<file path="config.mk">
export PLATFORM = sky130hd
export DESIGN_NAME = stack_mem_arbiter_flat
export DESIGN_NICKNAME = d
export VERILOG_FILES = /design/src/rtl/stack_mem_arbiter_if.sv /design/src/rtl/stack_mem_arbiter.sv /design/src/flat_wrapper.sv
export SDC_FILE = /design/constraint.sdc
export NUM_CORES = 1
export LEC_CHECK = 0
export CORE_ASPECT_RATIO = 1.25
export CORE_MARGIN = 2
export CORE_UTILIZATION = 43
export DETAILED_ROUTE_END_ITERATION = 12
export MAX_ROUTING_LAYER = met4
export PLACE_DENSITY_LB_ADDON = 0.2
export SLEW_MARGIN = 25
export SYNTH_ARGS = -nofsm -noshare
export SYNTH_HDL_FRONTEND = slang
export SYNTH_SLANG_ARGS = --single-unit
</file>
<file path="constraint.sdc">
create_clock -name clk -period 2.38 [get_ports clk]
set_clock_uncertainty 0.1 [all_clocks]
set_input_delay 0.714 -clock clk [delete_from_list [all_inputs] [get_ports clk]]
set_output_delay 0.714 -clock clk [all_outputs]
set_load 0.02 [all_outputs]
</file>
<file path="src/rtl/stack_mem_arbiter_if.sv">
// Bus bundle between the stack processor, the loader/debug port and the shared
// single-ported memory. The arbiter connects through the slave modport.
interface stack_mem_arbiter_if #(
    parameter int ADDR_W = 5,
    parameter int DATA_W = 8
);
    logic              cpu_rd;
    logic              cpu_wr;
    logic [ADDR_W-1:0] cpu_addr;
    logic [DATA_W-1:0] cpu_wdata;
    logic [DATA_W-1:0] cpu_rdata;
    logic              cpu_stall;
    logic              cpu_done;

    logic              ext_req;
    logic              ext_we;
    logic [ADDR_W-1:0] ext_addr;
    logic [DATA_W-1:0] ext_wdata;
    logic [DATA_W-1:0] ext_rdata;
    logic              ext_ack;

    logic [ADDR_W-1:0] mem_addr;
    logic [DATA_W-1:0] mem_wdata;
    logic              mem_we;
    logic              mem_re;
    logic [DATA_W-1:0] mem_rdata;

    modport slave (
        input  cpu_rd, cpu_wr, cpu_addr, cpu_wdata,
        input  ext_req, ext_we, ext_addr, ext_wdata,
        input  mem_rdata,
        output cpu_rdata, cpu_stall, cpu_done,
        output ext_rdata, ext_ack,
        output mem_addr, mem_wdata, mem_we, mem_re
    );

    modport master (
        output cpu_rd, cpu_wr, cpu_addr, cpu_wdata,
        output ext_req, ext_we, ext_addr, ext_wdata,
        output mem_rdata,
        input  cpu_rdata, cpu_stall, cpu_done,
        input  ext_rdata, ext_ack,
        input  mem_addr, mem_wdata, mem_we, mem_re
    );
endinterface

</file>
<file path="src/rtl/stack_mem_arbiter.sv">
// Shares the stack processor's single-ported memory between the CPU and EXT ports.
// Define ARB_RR_EN for round-robin tie breaking; default build is fixed CPU priority.
module stack_mem_arbiter #(
    parameter int ADDR_W  = 5,
    parameter int DATA_W  = 8,
    parameter int MEM_LAT = 1
) (
    input  logic               clk,
    input  logic               rst,
    stack_mem_arbiter_if.slave bus
);

    localparam int CNT_W = $clog2(MEM_LAT + 1);
    localparam logic [CNT_W-1:0] CNT_LAST = CNT_W'(MEM_LAT - 1);
    localparam logic [CNT_W-1:0] CNT_ONE  = CNT_W'(1);
    localparam logic OWN_CPU = 1'b0;
    localparam logic OWN_EXT = 1'b1;

    typedef enum logic [1:0] {
        ST_IDLE  = 2'd0,
        ST_ISSUE = 2'd1,
        ST_WAIT  = 2'd2,
        ST_DONE  = 2'd3
    } state_t;

    state_t            state_r;
    state_t            state_s;
    logic              owner_r;
    logic              we_r;
    logic [CNT_W-1:0]  cnt_r;

    logic              cpu_req_s;
    logic              ext_req_s;
    logic              grant_ext_s;
    logic              sel_we_s;
    logic [ADDR_W-1:0] sel_addr_s;
    logic [DATA_W-1:0] sel_wdata_s;
    logic              accept_s;
    logic              capture_s;

    logic [DATA_W-1:0] cpu_rdata_r;
    logic [DATA_W-1:0] ext_rdata_r;
    logic              cpu_done_r;
    logic              ext_ack_r;
    logic [ADDR_W-1:0] mem_addr_r;
    logic [DATA_W-1:0] mem_wdata_r;
    logic              mem_we_r;
    logic              mem_re_r;

`ifdef ARB_RR_EN
    logic              last_owner_r;
`endif

    // Request decode and grant selection; a CPU request with both rd and wr is a write.
    always_comb begin
        cpu_req_s   = bus.cpu_rd | bus.cpu_wr;
        ext_req_s   = bus.ext_req;
        grant_ext_s = 1'b0;
`ifdef ARB_RR_EN
        if (cpu_req_s && ext_req_s) begin
            grant_ext_s = (last_owner_r == OWN_CPU);
        end else if (ext_req_s) begin
            grant_ext_s = 1'b1;
        end else begin
            grant_ext_s = 1'b0;
        end
`else
        if (cpu_req_s) begin
            grant_ext_s = 1'b0;
        end else if (ext_req_s) begin
            grant_ext_s = 1'b1;
        end else begin
            grant_ext_s = 1'b0;
        end
`endif
        if (grant_ext_s) begin
            sel_we_s    = bus.ext_we;
            sel_addr_s  = bus.ext_addr;
            sel_wdata_s = bus.ext_wdata;
        end else begin
            sel_we_s    = bus.cpu_wr;
            sel_addr_s  = bus.cpu_addr;
            sel_wdata_s = bus.cpu_wdata;
        end
    end

    // Next-state logic of the access sequencer.
    always_comb begin
        state_s = state_r;
        case (state_r)
            ST_IDLE: begin
                if (cpu_req_s || ext_req_s) begin
                    state_s = ST_ISSUE;
                end else begin
                    state_s = ST_IDLE;
                end
            end
            ST_ISSUE: begin
                if (we_r) begin
                    state_s = ST_DONE;
                end else begin
                    state_s = ST_WAIT;
                end
            end
            ST_WAIT: begin
                if (cnt_r == CNT_LAST) begin
                    state_s = ST_DONE;
                end else begin
                    state_s = ST_WAIT;
                end
            end
            ST_DONE: state_s = ST_IDLE;
            default: state_s = ST_IDLE;
        endcase
    end

    // Transaction acceptance and read-data capture qualifiers.
    always_comb begin
        accept_s  = (state_r == ST_IDLE) && (state_s == ST_ISSUE);
        capture_s = (state_r == ST_WAIT) && (cnt_r == CNT_LAST);
    end

    // State register, latched transaction attributes and wait counter.
    always_ff @(posedge clk or posedge rst) begin
        if (rst) begin
            state_r <= ST_IDLE;
            owner_r <= OWN_CPU;
            we_r    <= 1'b0;
            cnt_r   <= '0;
        end else begin
            state_r <= state_s;
            if (accept_s) begin
                owner_r <= grant_ext_s;
                we_r    <= sel_we_s;
            end
            if (state_r == ST_WAIT) begin
                cnt_r <= cnt_r + CNT_ONE;
            end else begin
                cnt_r <= '0;
            end
        end
    end

`ifdef ARB_RR_EN
    // Last grant owner; starts as EXT so the CPU wins the first tie.
    always_ff @(posedge clk or posedge rst) begin
        if (rst) begin
            last_owner_r <= OWN_EXT;
        end else if (accept_s) begin
            last_owner_r <= grant_ext_s;
        end
    end
`endif

    // Memory strobes are only asserted for the single ISSUE cycle.
    always_ff @(posedge clk or posedge rst) begin
        if (rst) begin
            mem_we_r    <= 1'b0;
            mem_re_r    <= 1'b0;
            mem_addr_r  <= '0;
            mem_wdata_r <= '0;
        end else begin
            mem_we_r    <= accept_s & sel_we_s;
            mem_re_r    <= accept_s & ~sel_we_s;
            mem_addr_r  <= accept_s ? sel_addr_s : '0;
            mem_wdata_r <= (accept_s && sel_we_s) ? sel_wdata_s : '0;
        end
    end

    // Completion pulses and per-owner read data; the non-owner's rdata is held.
    always_ff @(posedge clk or posedge rst) begin
        if (rst) begin
            cpu_done_r  <= 1'b0;
            ext_ack_r   <= 1'b0;
            cpu_rdata_r <= '0;
            ext_rdata_r <= '0;
        end else begin
            cpu_done_r <= (state_s == ST_DONE) && (owner_r == OWN_CPU);
            ext_ack_r  <= (state_s == ST_DONE) && (owner_r == OWN_EXT);
            if (capture_s && (owner_r == OWN_CPU)) begin
                cpu_rdata_r <= bus.mem_rdata;
            end
            if (capture_s && (owner_r == OWN_EXT)) begin
                ext_rdata_r <= bus.mem_rdata;
            end
        end
    end

    assign bus.cpu_rdata = cpu_rdata_r;
    assign bus.cpu_done  = cpu_done_r;
    assign bus.cpu_stall = cpu_req_s & ~cpu_done_r;
    assign bus.ext_rdata = ext_rdata_r;
    assign bus.ext_ack   = ext_ack_r;
    assign bus.mem_addr  = mem_addr_r;
    assign bus.mem_wdata = mem_wdata_r;
    assign bus.mem_we    = mem_we_r;
    assign bus.mem_re    = mem_re_r;

endmodule

</file>
<file path="src/flat_wrapper.sv">
// flat-port wrapper written by rule: the top's interface ports become plain ports
module stack_mem_arbiter_flat 
#(
    parameter int ADDR_W  = 5,
    parameter int DATA_W  = 8,
    parameter int MEM_LAT = 1
)
  (clk, rst, bus_cpu_rd, bus_cpu_wr, bus_cpu_addr, bus_cpu_wdata, bus_ext_req, bus_ext_we, bus_ext_addr, bus_ext_wdata, bus_mem_rdata, bus_cpu_rdata, bus_cpu_stall, bus_cpu_done, bus_ext_rdata, bus_ext_ack, bus_mem_addr, bus_mem_wdata, bus_mem_we, bus_mem_re);
  stack_mem_arbiter_if #(.ADDR_W(ADDR_W), .DATA_W(DATA_W)) bus_i ();
  input  logic clk;
  input  logic rst;
  input wire logic [$bits(bus_i.cpu_rd)-1:0] bus_cpu_rd;
  input wire logic [$bits(bus_i.cpu_wr)-1:0] bus_cpu_wr;
  input wire logic [$bits(bus_i.cpu_addr)-1:0] bus_cpu_addr;
  input wire logic [$bits(bus_i.cpu_wdata)-1:0] bus_cpu_wdata;
  input wire logic [$bits(bus_i.ext_req)-1:0] bus_ext_req;
  input wire logic [$bits(bus_i.ext_we)-1:0] bus_ext_we;
  input wire logic [$bits(bus_i.ext_addr)-1:0] bus_ext_addr;
  input wire logic [$bits(bus_i.ext_wdata)-1:0] bus_ext_wdata;
  input wire logic [$bits(bus_i.mem_rdata)-1:0] bus_mem_rdata;
  output wire logic [$bits(bus_i.cpu_rdata)-1:0] bus_cpu_rdata;
  output wire logic [$bits(bus_i.cpu_stall)-1:0] bus_cpu_stall;
  output wire logic [$bits(bus_i.cpu_done)-1:0] bus_cpu_done;
  output wire logic [$bits(bus_i.ext_rdata)-1:0] bus_ext_rdata;
  output wire logic [$bits(bus_i.ext_ack)-1:0] bus_ext_ack;
  output wire logic [$bits(bus_i.mem_addr)-1:0] bus_mem_addr;
  output wire logic [$bits(bus_i.mem_wdata)-1:0] bus_mem_wdata;
  output wire logic [$bits(bus_i.mem_we)-1:0] bus_mem_we;
  output wire logic [$bits(bus_i.mem_re)-1:0] bus_mem_re;
  assign bus_i.cpu_rd = bus_cpu_rd;
  assign bus_i.cpu_wr = bus_cpu_wr;
  assign bus_i.cpu_addr = bus_cpu_addr;
  assign bus_i.cpu_wdata = bus_cpu_wdata;
  assign bus_i.ext_req = bus_ext_req;
  assign bus_i.ext_we = bus_ext_we;
  assign bus_i.ext_addr = bus_ext_addr;
  assign bus_i.ext_wdata = bus_ext_wdata;
  assign bus_i.mem_rdata = bus_mem_rdata;
  assign bus_cpu_rdata = bus_i.cpu_rdata;
  assign bus_cpu_stall = bus_i.cpu_stall;
  assign bus_cpu_done = bus_i.cpu_done;
  assign bus_ext_rdata = bus_i.ext_rdata;
  assign bus_ext_ack = bus_i.ext_ack;
  assign bus_mem_addr = bus_i.mem_addr;
  assign bus_mem_wdata = bus_i.mem_wdata;
  assign bus_mem_we = bus_i.mem_we;
  assign bus_mem_re = bus_i.mem_re;
  stack_mem_arbiter #(.ADDR_W(ADDR_W), .DATA_W(DATA_W), .MEM_LAT(MEM_LAT)) u_core (.clk(clk), .rst(rst), .bus(bus_i));
endmodule
</file>
==> impl_metrics.json <==
{
  "placed_cell_area_um2": 2340,
  "core_um2": 3450,
  "post-cts-setup-buffers": 0,
  "synth_nets": 169,
  "hold_class": "reg2reg",
  "ir_worst_vdd_v": 0.000730,
  "fin_crit_sh_pct": 96.9,
  "cts-root-buf": "clkbuf_8",
  "seq_area_frac_synth_pct": 62.0,
  "grt_pass1_vias": 1265,
  "powerDensity_nw_per_um2": 1110,
  "startpoint": "bus_cpu_wr",
  "cp.required_ns": 1.57,
  "final_cell_count_no_fill": 250,
  "area_growth_pct": 58.6,
  "worst_pin_slew_ns": 0.428,
  "nets": 253,
  "crit_family": "buffers and inverters",
  "syn_area_um2": 1530,
  "rrSetupSlack_ns": 0.67,
  "clk_latency_ns": 0.29,
  "met3_wirelength_um": 372,
  "cts_resized": 8,
  "status": "complete, no violations",
  "cp_num_buf_inv": 2,
  "synthMuxAreaShare_pct": 11.8,
  "chipWidth_um": 57.4,
  "clk_pin_slew_ns": 0.07,
  "drive_gt1_share_pct": 18.5,
  "dp_hpwl_um": 2660,
  "cts_buffers": 5,
  "viasPerCell": 4.88,
  "drtIter0Drc": 23,
  "grt_pass1_wl_um": 5630,
  "initial_core_util_pct": 44.4,
  "routed_wl_um": 3330,
  "rsz0062_at_grt": "no",
  "synthSimpleGateAreaFrac_pct": 14.0,
  "post_drt_wl_per_cell_um": 13.3,
  "ys_seq_elements": 38,
  "crit_slowest_cell": "or2_4",
  "synth.distinct_cells": 22,
  "first_pass_iters": 4,
  "worstHoldStart": "u_core.bus.ext_rdata[3]",
  "max_stage_delay_ns": 0.26,
  "cp_cell_sequence": "dlygate4sd2_1 > or2_4 > nor2b_1 > buf_4",
  "setup_viol": 0,
  "track_usage_pct": 19.0,
  "overflow": 0,
  "antenna_found_initial": 0,
  "synth-compound-area-share_pct": 6.78,
  "htree_levels": 2,
  "antennaDiodeCount": 0,
  "hold_violations": 0,
  "drc": 0,
  "cts_tree": "done",
  "ios": 74,
  "portBuffers": 73,
  "die-height_um": 70.8,
  "dp.cells": 242,
  "synth_adder_area_share_pct": 2.45,
  "period_minus_slack_ns": 2.31,
  "worstReg2RegStart": "u_core.state_r[0]",
  "wl_met1_um": 1210,
  "syn_inst": 126,
  "path_class": "in2out",
  "wl_met2_um": 1690,
  "ant_nets": 0,
  "final_common_cell": "clkdlybuf4s50_1",
  "dieArea_um2": 4060,
  "synth_top_family_by_area": "simple AND/OR/NAND/NOR gates",
  "maxSlewHeadroom_pct": 71.4,
  "final_cell_mix": "70 x clkdlybuf4s50_1, 38 x dfrtp_1, 27 x nand2_1",
  "syn_avg_cell_area_um2": 12.2,
  "worstPathMaxFanout": 2,
  "fmax_mhz": 434,
  "cts.path.max_buffers": 2,
  "grt_max_degree": 23,
  "critPathArrivalTime_ns": 1.49,
  "end_kind": "output port",
  "cp-start-kind": "input port",
  "fin_area_um2": 2430,
  "ys.warnings.count": 0,
  "cts_sinks": 38,
  "slew_violations": 0,
  "via_count": 1219,
  "holdBufCountCts": 0,
  "max-cap-violations": 0,
  "row_count": 24,
  "gp_congestion": 0.817,
  "synth-xor-area-share_pct": 0,
  "cellLeakagePower_uw": 0.00110,
  "maxUsedRoutingLayer": "met4"
}
-- report_power, final --
part,switching (uW),internal (uW),leakage (uW),total [uW]
Clock,225,233,0.0000472,458
Sequential,107,890,0.000481,997
Combinational,591,644,0.000568,1230
Total,923,1770,0.00110,2690
-- cells by family (layout without fill, tap and decap cells) --
group                      Yosys count  in the layout
buffers and inverters                9             94
adders and majority gates            3              3
DFF                                 38             38
muxes                               16             16
and+or+nand+nor                     41             41
AOI/OAI and AO/OA                   19             19
-- synthesized netlist by cell type, drive strengths merged --
master  number  share of area, %
dfrtp       38                62
nand2       28               7.0
a21oi       16               5.2
mux2        16                12
inv          7               1.7
ha           3               2.4
and3b        2               1.1
buf          2               1.2
nor2b        2              0.82
nor4b        2               1.6
o21ai        2               1.1
a31oi        1              0.41
and3         1              0.41
nand2b       1              0.41
nor2         1              0.41
nor3         1              0.33
nor3b        1              0.82
or2          1              0.41
or3b         1              0.73
-- metrics by stage --
stage / power, uW / utilization [%] / hold WS (ns) / setup TNS [ns] / worst slack (ns)
2_1_floorplan: 1670 / - / 0.391 / 0 / 0.353
3_3_place_gp: 2230 / 67.7 / 0.387 / -0.551 / -0.551
3_5_place_dp: 2270 / 67.7 / 0.392 / -0.564 / -0.564
4_1_cts: 2730 / 70.4 / 0.409 / 0 / 0.0708
5_1_grt: 2860 / 70.4 / 0.428 / 0 / 0.0476
6_report: 2690 / 70.4 / 0.406 / 0 / 0.0748
-- final timing paths --
path,to,cells past startpoint
worst max-delay path,bus_cpu_stall,4
worst min-delay path,u_core.bus.ext_rdata[3],1
worst max register to register,u_core.we_r,5
worst min register to register,u_core.bus.ext_rdata[3],1
max in group asynchronous,u_core.bus.cpu_rdata[4],3
min in group asynchronous,u_core.bus.mem_wdata[4],3
-- sequential cells by signal, indices dropped and copies added (netlist names) --
signal / flops
u_core.owner_r: 1
u_core.bus.mem_re: 1
u_core.bus.mem_we: 1
u_core.bus.mem_addr: 5
u_core.cnt_r: 1
u_core.we_r: 1
u_core.state_r: 2
u_core.bus.mem_wdata: 8
u_core.bus.ext_ack: 1
u_core.bus.ext_rdata: 8
u_core.bus.cpu_rdata: 8
u_core.bus.cpu_done: 1
-- layout make-up --
| type | instances | area, um^2 |
|---|---|---|
| clock buffer | 6 | 82.6 |
| clock inverter | 2 | 12.5 |
| fill | 262 | 1020 |
| inverter | 7 | 26.3 |
| multi-input combinational | 79 | 539 |
| sequential | 38 | 951 |
| tap | 39 | 48.8 |
| timing repair buffer | 79 | 771 |
-- layer usage --
metal  vias to the layer above  global-route usage, %
li1                        589                      -
met1                       565                   19.9
met2                        59                   31.1
met3                         6                   8.96
met4                         0                   6.98
met5                         -                      -
-- worst reg2reg max path, cell delays in order (launching register included) --
cell and delay [ns]:
dfrtp_1 0.36, inv_1 0.07, ha_1 0.34, nor2b_1 0.32
nor4b_2 0.33, a21oi_1 0.07
No activity file was read; power rests on OpenSTA's default activity.
